===== src/rtl/equation_round_sequencer.sv =====
// Game-level scheduler for the equation units.
// Runs NUM_ROUNDS timed rounds, handing a start level to one unit per round
// (round-robin), counting down a per-round timer, collecting the verdict and
// aborting the active unit when its time runs out.
module equation_round_sequencer #(
  parameter int unsigned NUM_EQ     = 3,
  parameter int unsigned NUM_ROUNDS = 5,
  parameter int unsigned ROUND_TIME = 60,
  parameter int unsigned TICK_DIV   = 50_000_000
) (
  input  logic              Clock,
  input  logic              Reset,
  input  logic              start_game,
  input  logic              eq_done,
  input  logic              eq_correct,
  output logic [NUM_EQ-1:0] start_eq,
  output logic              eq_abort,
  output logic [6:0]        ongoing_timer,
  output logic [3:0]        round_num,
  output logic [3:0]        score,
  output logic              busy,
  output logic              game_over
);

  localparam int unsigned SelW = (NUM_EQ > 1) ? $clog2(NUM_EQ) : 1;
  localparam int unsigned PreW = (TICK_DIV > 1) ? $clog2(TICK_DIV) : 1;

  typedef enum logic [2:0] {
    StIdle,
    StLaunch,
    StRun,
    StTimeout,
    StResult,
    StDone
  } state_e;

  state_e          state_q, state_d;
  logic [SelW-1:0] sel_q, sel_d;
  logic [PreW-1:0] pre_q, pre_d;
  logic [6:0]      timer_q, timer_d;
  logic [3:0]      round_q, round_d;
  logic [3:0]      score_q, score_d;

  // State and datapath registers; synchronous reset wins in every state.
  always_ff @(posedge Clock) begin
    if (Reset) begin
      state_q <= StIdle;
      sel_q   <= '0;
      pre_q   <= '0;
      timer_q <= '0;
      round_q <= '0;
      score_q <= '0;
    end else begin
      state_q <= state_d;
      sel_q   <= sel_d;
      pre_q   <= pre_d;
      timer_q <= timer_d;
      round_q <= round_d;
      score_q <= score_d;
    end
  end

  // Next-state and datapath updates for the round sequence.
  always_comb begin
    state_d = state_q;
    sel_d   = sel_q;
    pre_d   = pre_q;
    timer_d = timer_q;
    round_d = round_q;
    score_d = score_q;
    unique case (state_q)
      StIdle: begin
        if (start_game) begin
          state_d = StLaunch;
          score_d = '0;
          round_d = '0;
          sel_d   = '0;
        end
      end
      StLaunch: begin
        timer_d = 7'(ROUND_TIME);
        pre_d   = '0;
        state_d = StRun;
      end
      StRun: begin
        // A verdict beats a timeout arriving on the same cycle.
        if (eq_done) begin
          state_d = StResult;
          if (eq_correct && (score_q != 4'd15)) begin
            score_d = score_q + 4'd1;
          end
        end else if (timer_q == 7'd0) begin
          state_d = StTimeout;
        end else if (pre_q == PreW'(TICK_DIV - 1)) begin
          pre_d   = '0;
          timer_d = timer_q - 7'd1;
        end else begin
          pre_d = pre_q + PreW'(1);
        end
      end
      StTimeout: begin
        state_d = StResult;
      end
      StResult: begin
        round_d = round_q + 4'd1;
        sel_d   = (sel_q == SelW'(NUM_EQ - 1)) ? '0 : sel_q + SelW'(1);
        state_d = (round_q == 4'(NUM_ROUNDS - 1)) ? StDone : StLaunch;
      end
      StDone: begin
        if (!start_game) begin
          state_d = StIdle;
        end
      end
      default: state_d = StIdle;
    endcase
  end

  // Outputs decoded from the registered state; eq_abort is a clean one-cycle pulse.
  always_comb begin
    start_eq = '0;
    for (int i = 0; i < NUM_EQ; i++) begin
      start_eq[i] = ((state_q == StLaunch) || (state_q == StRun)) && (sel_q == SelW'(i));
    end
    eq_abort      = (state_q == StTimeout);
    busy          = (state_q != StIdle) && (state_q != StDone);
    game_over     = (state_q == StDone);
    ongoing_timer = timer_q;
    round_num     = round_q;
    score         = score_q;
  end

endmodule


===== config.mk =====
export PLATFORM = sky130hd
export DESIGN_NAME = equation_round_sequencer
export DESIGN_NICKNAME = d
export VERILOG_FILES = /design/src/rtl/equation_round_sequencer.sv
export SDC_FILE = /design/constraint.sdc
export NUM_CORES = 1
export LEC_CHECK = 0
export BUFFER_PORTS_ARGS = -buffer_cell sky130_fd_sc_hd__buf_2
export CELL_PAD_IN_SITES_DETAIL_PLACEMENT = 1
export CELL_PAD_IN_SITES_GLOBAL_PLACEMENT = 1
export CORE_ASPECT_RATIO = 1.5
export CORE_MARGIN = 2
export CORE_UTILIZATION = 35
export DETAILED_ROUTE_END_ITERATION = 8
export PLACE_DENSITY = 0.67
export SLEW_MARGIN = 15
export SYNTH_ARGS = -nofsm -noshare
export SYNTH_HDL_FRONTEND = slang
export SYNTH_SLANG_ARGS = --single-unit

===== constraint.sdc =====
create_clock -name Clock -period 4.22 [get_ports Clock]
set_input_delay 0.844 -clock Clock [delete_from_list [all_inputs] [get_ports Clock]]
set_output_delay 0.844 -clock Clock [all_outputs]
set_load 0.02 [all_outputs]

==> Flow_metrics.wiki, run 1 <==
{| class="wikitable"
! Metric !! Value
|-
| Number of global-route vias before repair || between 2,000 and 2,500
|-
| Multi-input gate area || about 0.0016 mm2
|-
| Slowest CP cell || sky130_fd_sc_hd__dfxtp_1
|-
| Pin count of the biggest net entering global routing || 22
|-
| GPL Wtd Cong || 0.8092
|-
| Average size of a mapped cell || around 8.6 um2
|-
| Setup slack at placement || about 1100 ps
|-
| Library cell used as clock root buffer || sky130_fd_sc_hd__clkbuf_8
|-
| Starting density of the core || a little over a third
|-
| Max-Cap Viols || 0
|-
| Lkg Pwr || approximately 1.0 nW
|-
| Height of the chip || ~110 um
|-
| Primary flip-flop cell chosen by synthesis mapping || sky130_fd_sc_hd__dfxtp_1
|-
| Flop-to-flop setup slack || ~1300 ps
|-
| CTS tree || yes
|-
| Sequential cell area fraction in the yosys report || between 30% and 40%
|-
| Warnings, synthesis || 0
|-
| Boundary Pins || 26
|-
| CP endpoint kind || output pin
|-
| Count of endpoints failing setup in the final report || 0
|-
| Placed wire-length estimate after detailed placement || 5256 um
|-
| Layout overhead on the synthesized area || 9.694%
|-
| Number of synthesized register bits || 46
|-
| Worst hold path type || reg -> reg
|-
| Cell area after technology mapping || about 0.0027 mm2
|-
| Clk slew on worst S/H paths || about 90 ps
|-
| Filler instances || ~900
|-
| Initial antenna violation count || 0
|-
| Most common cell after layout, fill and taps aside || sky130_fd_sc_hd__dfxtp_1
|-
| Peak Freq || about 320 MHz
|-
| First-pass GRT wire length || 12,220 um
|-
| Startpoint-to-endpoint class of the critical path || reg -> out
|-
| Most used cells in the layout excluding fill and tap cells || sky130_fd_sc_hd__dfxtp_1, sky130_fd_sc_hd__nor2_1, sky130_fd_sc_hd__buf_2, sky130_fd_sc_hd__xnor2_1, sky130_fd_sc_hd__a21oi_1
|-
| Maximum cell stage delay along the critical path || 720 ps
|-
| Run status || completed
|-
| Clock tree skew after final layout || 13.15 ps
|-
| CTS HTree Levels || 2
|-
| Post-synth ARST share || 0%
|-
| Number of antenna cells inserted || 0
|-
| Max VDD drop || about 0.00015 V
|-
| Setup Fix Bufs, Post-CTS || 0
|-
| Share of cells above drive strength 1 || between 10% and 20%
|-
| Die area || approximately 0.0083 mm2
|-
| Power, Total || 0.0009182 W
|-
| Row cnt || 38
|-
| Share of the cycle needed by the critical path after routing || 73.00%
|-
| Number of max-slew violations in the final report || 0
|-
| Via-to-Cell Ratio || approximately 5.6
|-
| Worst hold margin || a little under 500 ps
|-
| Cells after Synth || roughly 310
|-
| Total placed cells including tap cells || around 420
|-
| Number of buffer and inverter instances along the worst setup path || 2
|-
| Top delay family on crit path || simple AND/OR/NAND/NOR gates
|-
| Post-CTS resize count || 0
|-
| Final hold vios || 0
|-
| Clock latency reported for the late side of the worst-skew pair || 320 ps
|-
| Horizontal extent of the die || 75.17 um
|-
| RSZ-0062 raised after global routing || false
|-
| Initial DRT Pass Iterations || 4
|-
| Setup crit start kind || register
|-
| Final wirelength || around 7000 um
|-
| Tot GR Track Use || between 10% and 20%
|-
| Syn nets || 320
|-
| Ratio of total power to cell area || ~310 mW/mm2
|-
| Hold buffer count at cts || 0
|-
| Final standard cell count with taps included and fillers excluded || between 400 and 500
|-
| Crit path cell chain || nor2b_1, and2_0, buf_4, nor2_1, nor3b_1, buf_2
|-
| Highest net fanout along the worst path || 17
|-
| Antenna-violating nets left || 0
|-
| Slew margin rel. || between 30% and 40%
|-
| Number of enable-type register cells in the synthesized netlist || 0
|-
| Area used by sequential logic in the layout || approximately 900 um2
|-
| Data arrival time of the worst path || 2240 ps
|-
| Transition time of the tightest slew-check pin || about 930 ps
|-
| CTS Buf Count || 5
|-
| Final setup slack of the worst path || approximately 1100 ps
|-
| Required time at the endpoint of the critical path || 3380 ps
|-
| Total number of clock tree sinks || 46
|-
| Total number of nets in the final design || 334
|-
| Number of buffers on the longest clock path || 2
|-
| Number of buffer cells added on primary ports || 25
|-
| Count of vias placed by the detailed router || around 2,400
|-
| Number of DRC violations after detailed-routing iteration 0 || roughly 100
|-
| Number of different library cells in the post-synthesis netlist || 60
|-
| Min cycle time layout || 3080 ps
|-
| Setup TNS || 0 ps
|-
| Grt ovf || 0
|-
| Number of design rule violations left after detail routing || 0
|-
| Routed wire length per instance || between 15 and 20 um
|-
| Core footprint || 0.007322 mm2
|}
[path summary, 6_finish.rpt]
path | start | to | cells after the start
worst max-delay path | state_q[0] | start_eq[2] | 6
worst min-delay path | pre_q[23] | pre_q[23] | 2
worst max register to register | ongoing_timer[0] | pre_q[23] | 8
worst min register to register | pre_q[23] | pre_q[23] | 2
[layer usage]
metal  GRT usage (%)  part of all wire [%]
met5               0                     0
met3           3.545                   2.5
met4           5.146                   1.3
met2           32.40                    53
met1           22.47                    43
[stage by stage]
| step | utilization, % | area (um2) |
|---|---|---|
| floorplan | - | 2659 |
| detailed placement | 38.33 | 2806 |
| CTS | 39.83 | 2917 |
| global placement | 38.33 | 2806 |
| global route | 39.83 | 2917 |
| finish | 39.83 | 2917 |
[cells by family (layout without fill, tap and decap cells)]
group                    count (synthesis)  in the layout  share of synthesized area [%]
AND/OR/NAND/NOR                        141            141                          30.68
AO/OA/AOI/OAI                           60             60                          17.18
flip-flops                              46             46                          34.64
buffers and inverters                   29             44                          5.694
XOR/XNOR                                25             25                          8.235
adder cells (fa/ha/maj)                  7              7                          3.200
multiplexers                             1              1                         0.3765
[cell type report]
cell class / count / area share (%)
Multi-Input combinational cell: 234 / 54.40
Clock buffer: 6 / 2.488
Tap cell: 100 / 4.290
Inverter: 9 / 1.158
Sequential cell: 46 / 31.57
Timing Repair Buffer: 27 / 4.805
Clock inverter: 2 / 1.287
[registers in the layout, indices dropped and copies added (netlist names)]
signal and count:
score 4, sel_q 2, round_num 4, state_q 3, ongoing_timer 7, pre_q 26
[cells in the mapped netlist (2+ instances only)]
| cell type | count | share of area, % |
|---|---|---|
| sky130_fd_sc_hd__nor4b_1 | 4 | 1.3 |
| sky130_fd_sc_hd__and4_1 | 6 | 2.0 |
| sky130_fd_sc_hd__ha_1 | 6 | 2.8 |
| sky130_fd_sc_hd__nor3b_1 | 2 | 0.56 |
| sky130_fd_sc_hd__and2_1 | 3 | 0.71 |
| sky130_fd_sc_hd__buf_2 | 6 | 1.1 |
| sky130_fd_sc_hd__buf_6 | 4 | 1.7 |
| sky130_fd_sc_hd__a211oi_1 | 5 | 1.4 |
| sky130_fd_sc_hd__a2111oi_2 | 5 | 2.8 |
| sky130_fd_sc_hd__nand2_1 | 14 | 2.0 |
| sky130_fd_sc_hd__or4_1 | 4 | 1.1 |
| sky130_fd_sc_hd__nor2_1 | 38 | 5.4 |
| sky130_fd_sc_hd__or3_1 | 5 | 1.2 |
| sky130_fd_sc_hd__a2111oi_0 | 2 | 0.66 |
| sky130_fd_sc_hd__o2111ai_1 | 5 | 1.6 |
| sky130_fd_sc_hd__o31ai_1 | 2 | 0.56 |
| sky130_fd_sc_hd__xnor2_1 | 15 | 4.9 |
| sky130_fd_sc_hd__inv_1 | 9 | 1.3 |
| sky130_fd_sc_hd__nand3b_1 | 2 | 0.56 |
| sky130_fd_sc_hd__nand4_1 | 13 | 3.1 |
| sky130_fd_sc_hd__dfxtp_1 | 46 | 35 |
| sky130_fd_sc_hd__a21oi_1 | 15 | 2.8 |
| sky130_fd_sc_hd__a22oi_1 | 3 | 0.85 |
| sky130_fd_sc_hd__nand3_1 | 8 | 1.5 |
| sky130_fd_sc_hd__o21bai_1 | 3 | 0.85 |
| sky130_fd_sc_hd__o211ai_1 | 3 | 0.85 |
| sky130_fd_sc_hd__o21ai_0 | 6 | 1.1 |
| sky130_fd_sc_hd__nor2b_1 | 6 | 1.4 |
| sky130_fd_sc_hd__nor3_1 | 12 | 2.3 |
| sky130_fd_sc_hd__nand2b_1 | 2 | 0.47 |
| sky130_fd_sc_hd__nor4_1 | 7 | 1.6 |
| sky130_fd_sc_hd__clkbuf_1 | 7 | 0.99 |
| sky130_fd_sc_hd__and3_1 | 5 | 1.2 |
| sky130_fd_sc_hd__xor2_1 | 10 | 3.3 |
[tightest hold or removal path: stages, from the launching register on]
cell,delay (ps)
sky130_fd_sc_hd__dfxtp_1,330
sky130_fd_sc_hd__o31ai_1,70
sky130_fd_sc_hd__a21oi_1,60
[where the power goes]
part / total [W] / internal, W / switching (W)
sequential: 0.000462 / 0.000443 / 0.0000184
clock: 0.000340 / 0.000177 / 0.000163
combinational: 0.000117 / 0.0000378 / 0.0000791
(Power assumes the default switching activity.)
==> run 2: changes to the inputs <==
ABC_AREA = 1   (was unset)
PLACE_DENSITY = 0.74   (was 0.67)
clock period = 2.6 ns   (was 4.22 ns; I/O delays follow)
==> Flow_metrics.wiki, run 2 <==
{| class="wikitable"
! Metric !! Value
|-
| Run status || completed (unchanged)
|-
| Die area || 0.008477 mm2 (was 0.008324 mm2)
|-
| Library cell used as clock root buffer || sky130_fd_sc_hd__clkbuf_16 (was sky130_fd_sc_hd__clkbuf_8)
|-
| Top delay family on crit path || simple AND/OR/NAND/NOR gates (unchanged)
|-
| Area used by sequential logic in the layout || 920.9 um2 (unchanged)
|-
| Multi-input gate area || 0.001514 mm2 (was 0.001587 mm2)
|-
| Number of antenna cells inserted || 0 (unchanged)
|-
| Average size of a mapped cell || 6.259 um2 (was 8.605 um2)
|-
| Placed wire-length estimate after detailed placement || 6281 um (was 5256 um)
|-
| Min cycle time layout || 2063 ps
|-
| Final hold vios || 0 (unchanged)
|-
| Combinational cell fraction of total power || 26.1% (was 12.7%)
|-
| Max VDD drop || 0.0002796 V (was 0.0001459 V)
|-
| Setup crit start kind || register (unchanged)
|-
| Number of enable-type register cells in the synthesized netlist || 0 (unchanged)
|-
| Number of DRC violations after detailed-routing iteration 0 || 81 (was 98)
|-
| Clock network power share || 33.9% (was 37.0%)
|-
| Internal power || 0.001277 W (was 0.0006581 W)
|-
| Post-CTS resize count || 0 (unchanged)
|-
| Number of design rule violations left after detail routing || 0 (unchanged)
|-
| Peak Freq || 484.7 MHz
|-
| Required time at the endpoint of the critical path || 2770 ps (was 3380 ps)
|-
| Lkg Pwr || 1.279 nW (was 1.025 nW)
|-
| Core footprint || 0.007564 mm2 (was 0.007322 mm2)
|-
| Syn nets || 444 (was 320)
|-
| Startpoint-to-endpoint class of the critical path || reg -> reg (was reg -> out)
|-
| CP endpoint kind || register (was output pin)
|-
| CTS HTree Levels || 2 (unchanged)
|-
| Initial DRT Pass Iterations || 4 (unchanged)
|-
| Number of global-route vias before repair || 3,040 (was 2,388)
|-
| Flop pwr share || 39.9% (was 50.3%)
|-
| Final wirelength || 8039 um (was 7182 um)
|-
| Count leader, synth || sky130_fd_sc_hd__nand2_1 (was sky130_fd_sc_hd__dfxtp_1)
|-
| Data arrival time of the worst path || 2240 ps (about the same)
|-
| Main area contributors after synthesis || sky130_fd_sc_hd__dfxtp_1, sky130_fd_sc_hd__nand2_1, sky130_fd_sc_hd__nor2_1, sky130_fd_sc_hd__inv_1, sky130_fd_sc_hd__nand3_1 (was sky130_fd_sc_hd__dfxtp_1, sky130_fd_sc_hd__nor2_1, sky130_fd_sc_hd__xnor2_1, sky130_fd_sc_hd__xor2_1, sky130_fd_sc_hd__nand4_1)
|-
| Setup TNS || 0 ps (unchanged)
|-
| Via-to-Cell Ratio || 4.991 (was 5.616)
|-
| RSZ-0062 raised after global routing || false (unchanged)
|-
| Row cnt || 39 (was 38)
|-
| First-pass GRT wire length || 13,690 um (was 12,220 um)
|-
| Starting density of the core || 35.83% (was 36.31%)
|-
| Number of buffers on the longest clock path || 2 (unchanged)
|-
| Max-Cap Viols || 0 (unchanged)
|-
| Cell area after technology mapping || 0.002710 mm2 (was 0.002659 mm2)
|-
| Total placed cells including tap cells || 557 (was 416)
|-
| Clock latency reported for the late side of the worst-skew pair || 290 ps (was 320 ps)
|-
| Primary flip-flop cell chosen by synthesis mapping || sky130_fd_sc_hd__dfxtp_1 (unchanged)
|-
| Most flop-heavy register || pre_q (unchanged)
|-
| Transition time of the tightest slew-check pin || 656.0 ps (was 933.1 ps)
|-
| Number of buffer cells added on primary ports || 25 (unchanged)
|-
| Clk slew on worst S/H paths || 60 ps (was 90 ps)
|-
| Crit path cell chain || inv_1, ha_1, nand2_1, nor2_1, nand2_1, nand2_2, nand2_2, nand2_4, nand2_4, nor2_1 (was nor2b_1, and2_0, buf_4, nor2_1, nor3b_1, buf_2)
|-
| Worst hold path type || reg -> reg (unchanged)
|-
| Slowest CP cell || sky130_fd_sc_hd__nand2_2 (was sky130_fd_sc_hd__dfxtp_1)
|-
| GPL Wtd Cong || 0.9303 (was 0.8092)
|-
| Total number of nets in the final design || 473 (was 334)
|-
| Switching part of the total || 35.03% (was 28.33%)
|-
| Fraction of synthesized cell area taken by the top area cell type || 33.98% (was 34.64%)
|-
| Synth top cells by count || sky130_fd_sc_hd__nand2_1, sky130_fd_sc_hd__nor2_1, sky130_fd_sc_hd__inv_1 (was sky130_fd_sc_hd__dfxtp_1, sky130_fd_sc_hd__nor2_1, sky130_fd_sc_hd__a21oi_1, sky130_fd_sc_hd__xnor2_1, sky130_fd_sc_hd__nand2_1)
|-
| CTS Buf Count || 5 (unchanged)
|-
| Layout overhead on the synthesized area || 13.90% (was 9.694%)
|-
| Number of buffer and inverter instances along the worst setup path || 1 (was 2)
|-
| Clock tree skew after final layout || 5.083 ps (was 13.15 ps)
|-
| Number of different library cells in the post-synthesis netlist || 33 (was 60)
|-
| Horizontal extent of the die || 75.85 um (was 75.17 um)
|-
| Routed wire length per instance || 14.23 um (was 16.94 um)
|-
| Count of endpoints failing setup in the final report || 0 (unchanged)
|-
| Cells after Synth || 433 (was 309)
|-
| Most used cells in the layout excluding fill and tap cells || sky130_fd_sc_hd__nand2_1, sky130_fd_sc_hd__nor2_1, sky130_fd_sc_hd__inv_1, sky130_fd_sc_hd__dfxtp_1, sky130_fd_sc_hd__nand3_1 (was sky130_fd_sc_hd__dfxtp_1, sky130_fd_sc_hd__nor2_1, sky130_fd_sc_hd__buf_2, sky130_fd_sc_hd__xnor2_1, sky130_fd_sc_hd__a21oi_1)
|-
| Final standard cell count with taps included and fillers excluded || 565 (was 424)
|-
| Initial antenna violation count || 0 (unchanged)
|-
| Boundary Pins || 26 (unchanged)
|-
| Pin count of the biggest net entering global routing || 33 (was 22)
|-
| Antenna-violating nets left || 0 (unchanged)
|-
| Share of cells above drive strength 1 || 10.58% (was 14.51%)
|-
| Share of the cycle needed by the critical path after routing || between 70% and 80%
|-
| Sequential cell area fraction in the yosys report || 33.98% (was 34.64%)
|-
| Count of vias placed by the detailed router || 2,820 (was 2,381)
|-
| Hold buffer count at cts || 0 (unchanged)
|-
| Grt ovf || 0 (unchanged)
|-
| Warnings, synthesis || 0 (unchanged)
|-
| Met3 Resource Use GR || 2.805% (was 3.545%)
|-
| Filler instances || 1,028 (was 902)
|-
| GRT met1 Usage || 20.86% (was 22.47%)
|-
| Total number of clock tree sinks || 46 (unchanged)
|-
| Post-synth ARST share || 0% (unchanged)
|-
| Psw || 0.0006887 W (was 0.0002602 W)
|-
| Ratio of total power to cell area || 637.0 mW/mm2 (was 314.8 mW/mm2)
|-
| Maximum cell stage delay along the critical path || 500 ps (was 720 ps)
|-
| Met2 global-route usage || 40.06% (was 32.40%)
|-
| Slew margin rel. || 56.11% (was 37.22%)
|-
| CTS tree || yes (unchanged)
|-
| Height of the chip || 111.8 um (was 110.7 um)
|-
| Largest area contributor in the netlist || sky130_fd_sc_hd__dfxtp_1 (unchanged)
|-
| Flip-flop count of the largest register after layout || 26 (unchanged)
|-
| Number of synthesized register bits || 46 (unchanged)
|-
| Setup Fix Bufs, Post-CTS || 0 (unchanged)
|-
| Tot GR Track Use || 20.81% (was 18.55%)
|-
| Peak-usage layer in the global routing report || met2 (unchanged)
|-
| Most common cell after layout, fill and taps aside || sky130_fd_sc_hd__nand2_1 (was sky130_fd_sc_hd__dfxtp_1)
|-
| Highest net fanout along the worst path || 32 (was 17)
|-
| Number of max-slew violations in the final report || 0 (unchanged)
|}
run 2: cell types whose count changed in the layout (fill, tap and decap cells not counted), moves of 7 or more:
cell and change:
sky130_fd_sc_hd__nand2_1 +105, sky130_fd_sc_hd__inv_1 +45, sky130_fd_sc_hd__nor2_1 +36, sky130_fd_sc_hd__nand3_1 +27, sky130_fd_sc_hd__xnor2_1 -15, sky130_fd_sc_hd__a21oi_1 +10
sky130_fd_sc_hd__nor4_1 -7
run 2: tightest hold or removal path, cell delays in order (launching register included):
cell	delay [ps]
sky130_fd_sc_hd__dfxtp_1	320
sky130_fd_sc_hd__nand2_1	60
sky130_fd_sc_hd__a21oi_1	50
run 2: path summary, 6_finish.rpt:
kind	start	endpoint	slack, ps	depth (start not counted)
setup reg to reg	ongoing_timer[0]	pre_q[20]	540	10
setup / recovery	ongoing_timer[0]	pre_q[20]	540	10
hold reg to reg	ongoing_timer[1]	ongoing_timer[1]	490	2
hold / removal	ongoing_timer[1]	ongoing_timer[1]	490	2
run 2: kinds of logic (layout without fill, tap and decap cells):
group	after synthesis	in the layout	share of synthesized area, %
XOR/XNOR	8	8	2.586
AO/OA/AOI/OAI	43	43	8.541
flip-flops	46	46	33.98
adder cells (fa/ha/maj)	6	6	2.770
buffers and inverters	65	95	10.16
AND/OR/NAND/NOR	265	265	41.97
run 2: layer usage:
metal	share of wire, %	up-vias	routed length [um]
li1	-	1426	-
met1	38	1340	3033
met2	57	38	4591
met3	1.8	16	146
met4	3.3	0	267
met5	0	-	0
run 2: per-stage QoR:
| step | power (W) | setup slack [ps] | utilization (%) | hold slack [ps] | area [um2] |
|---|---|---|---|---|---|
| finish | 0.001966 | 536.8 | 40.81 | 487.8 | 3087 |
| global route | 0.002076 | 277.0 | 40.81 | 518.6 | 3087 |
| CTS | 0.001992 | 489.2 | 40.81 | 495.4 | 3087 |
| detailed placement | 0.001323 | 513.9 | 38.86 | 476.7 | 2939 |
| global placement | 0.001310 | 566.7 | 38.86 | 475.7 | 2939 |
| floorplan | 0.001194 | 849.2 | - | 468.0 | 2710 |
run 2: area by class of cell:
class / count / share of cell area [%]
Clock buffer: 7 / 4.621
Clock inverter: 1 / 0.1621
Inverter: 57 / 6.931
Multi-Input combinational cell: 322 / 49.05
Sequential cell: 46 / 29.83
Tap cell: 102 / 4.135
Timing Repair Buffer: 30 / 5.270
run 2: power groups by stage:
stage          combinational (W)  sequential (W)  clock [W]
6_report                0.000514        0.000785   0.000667
5_1_grt                 0.000581        0.000793   0.000702
4_1_cts                 0.000525        0.000786   0.000681
3_5_place_dp            0.000522        0.000801          0
3_3_place_gp            0.000510        0.000800          0
2_1_floorplan           0.000365        0.000829          0
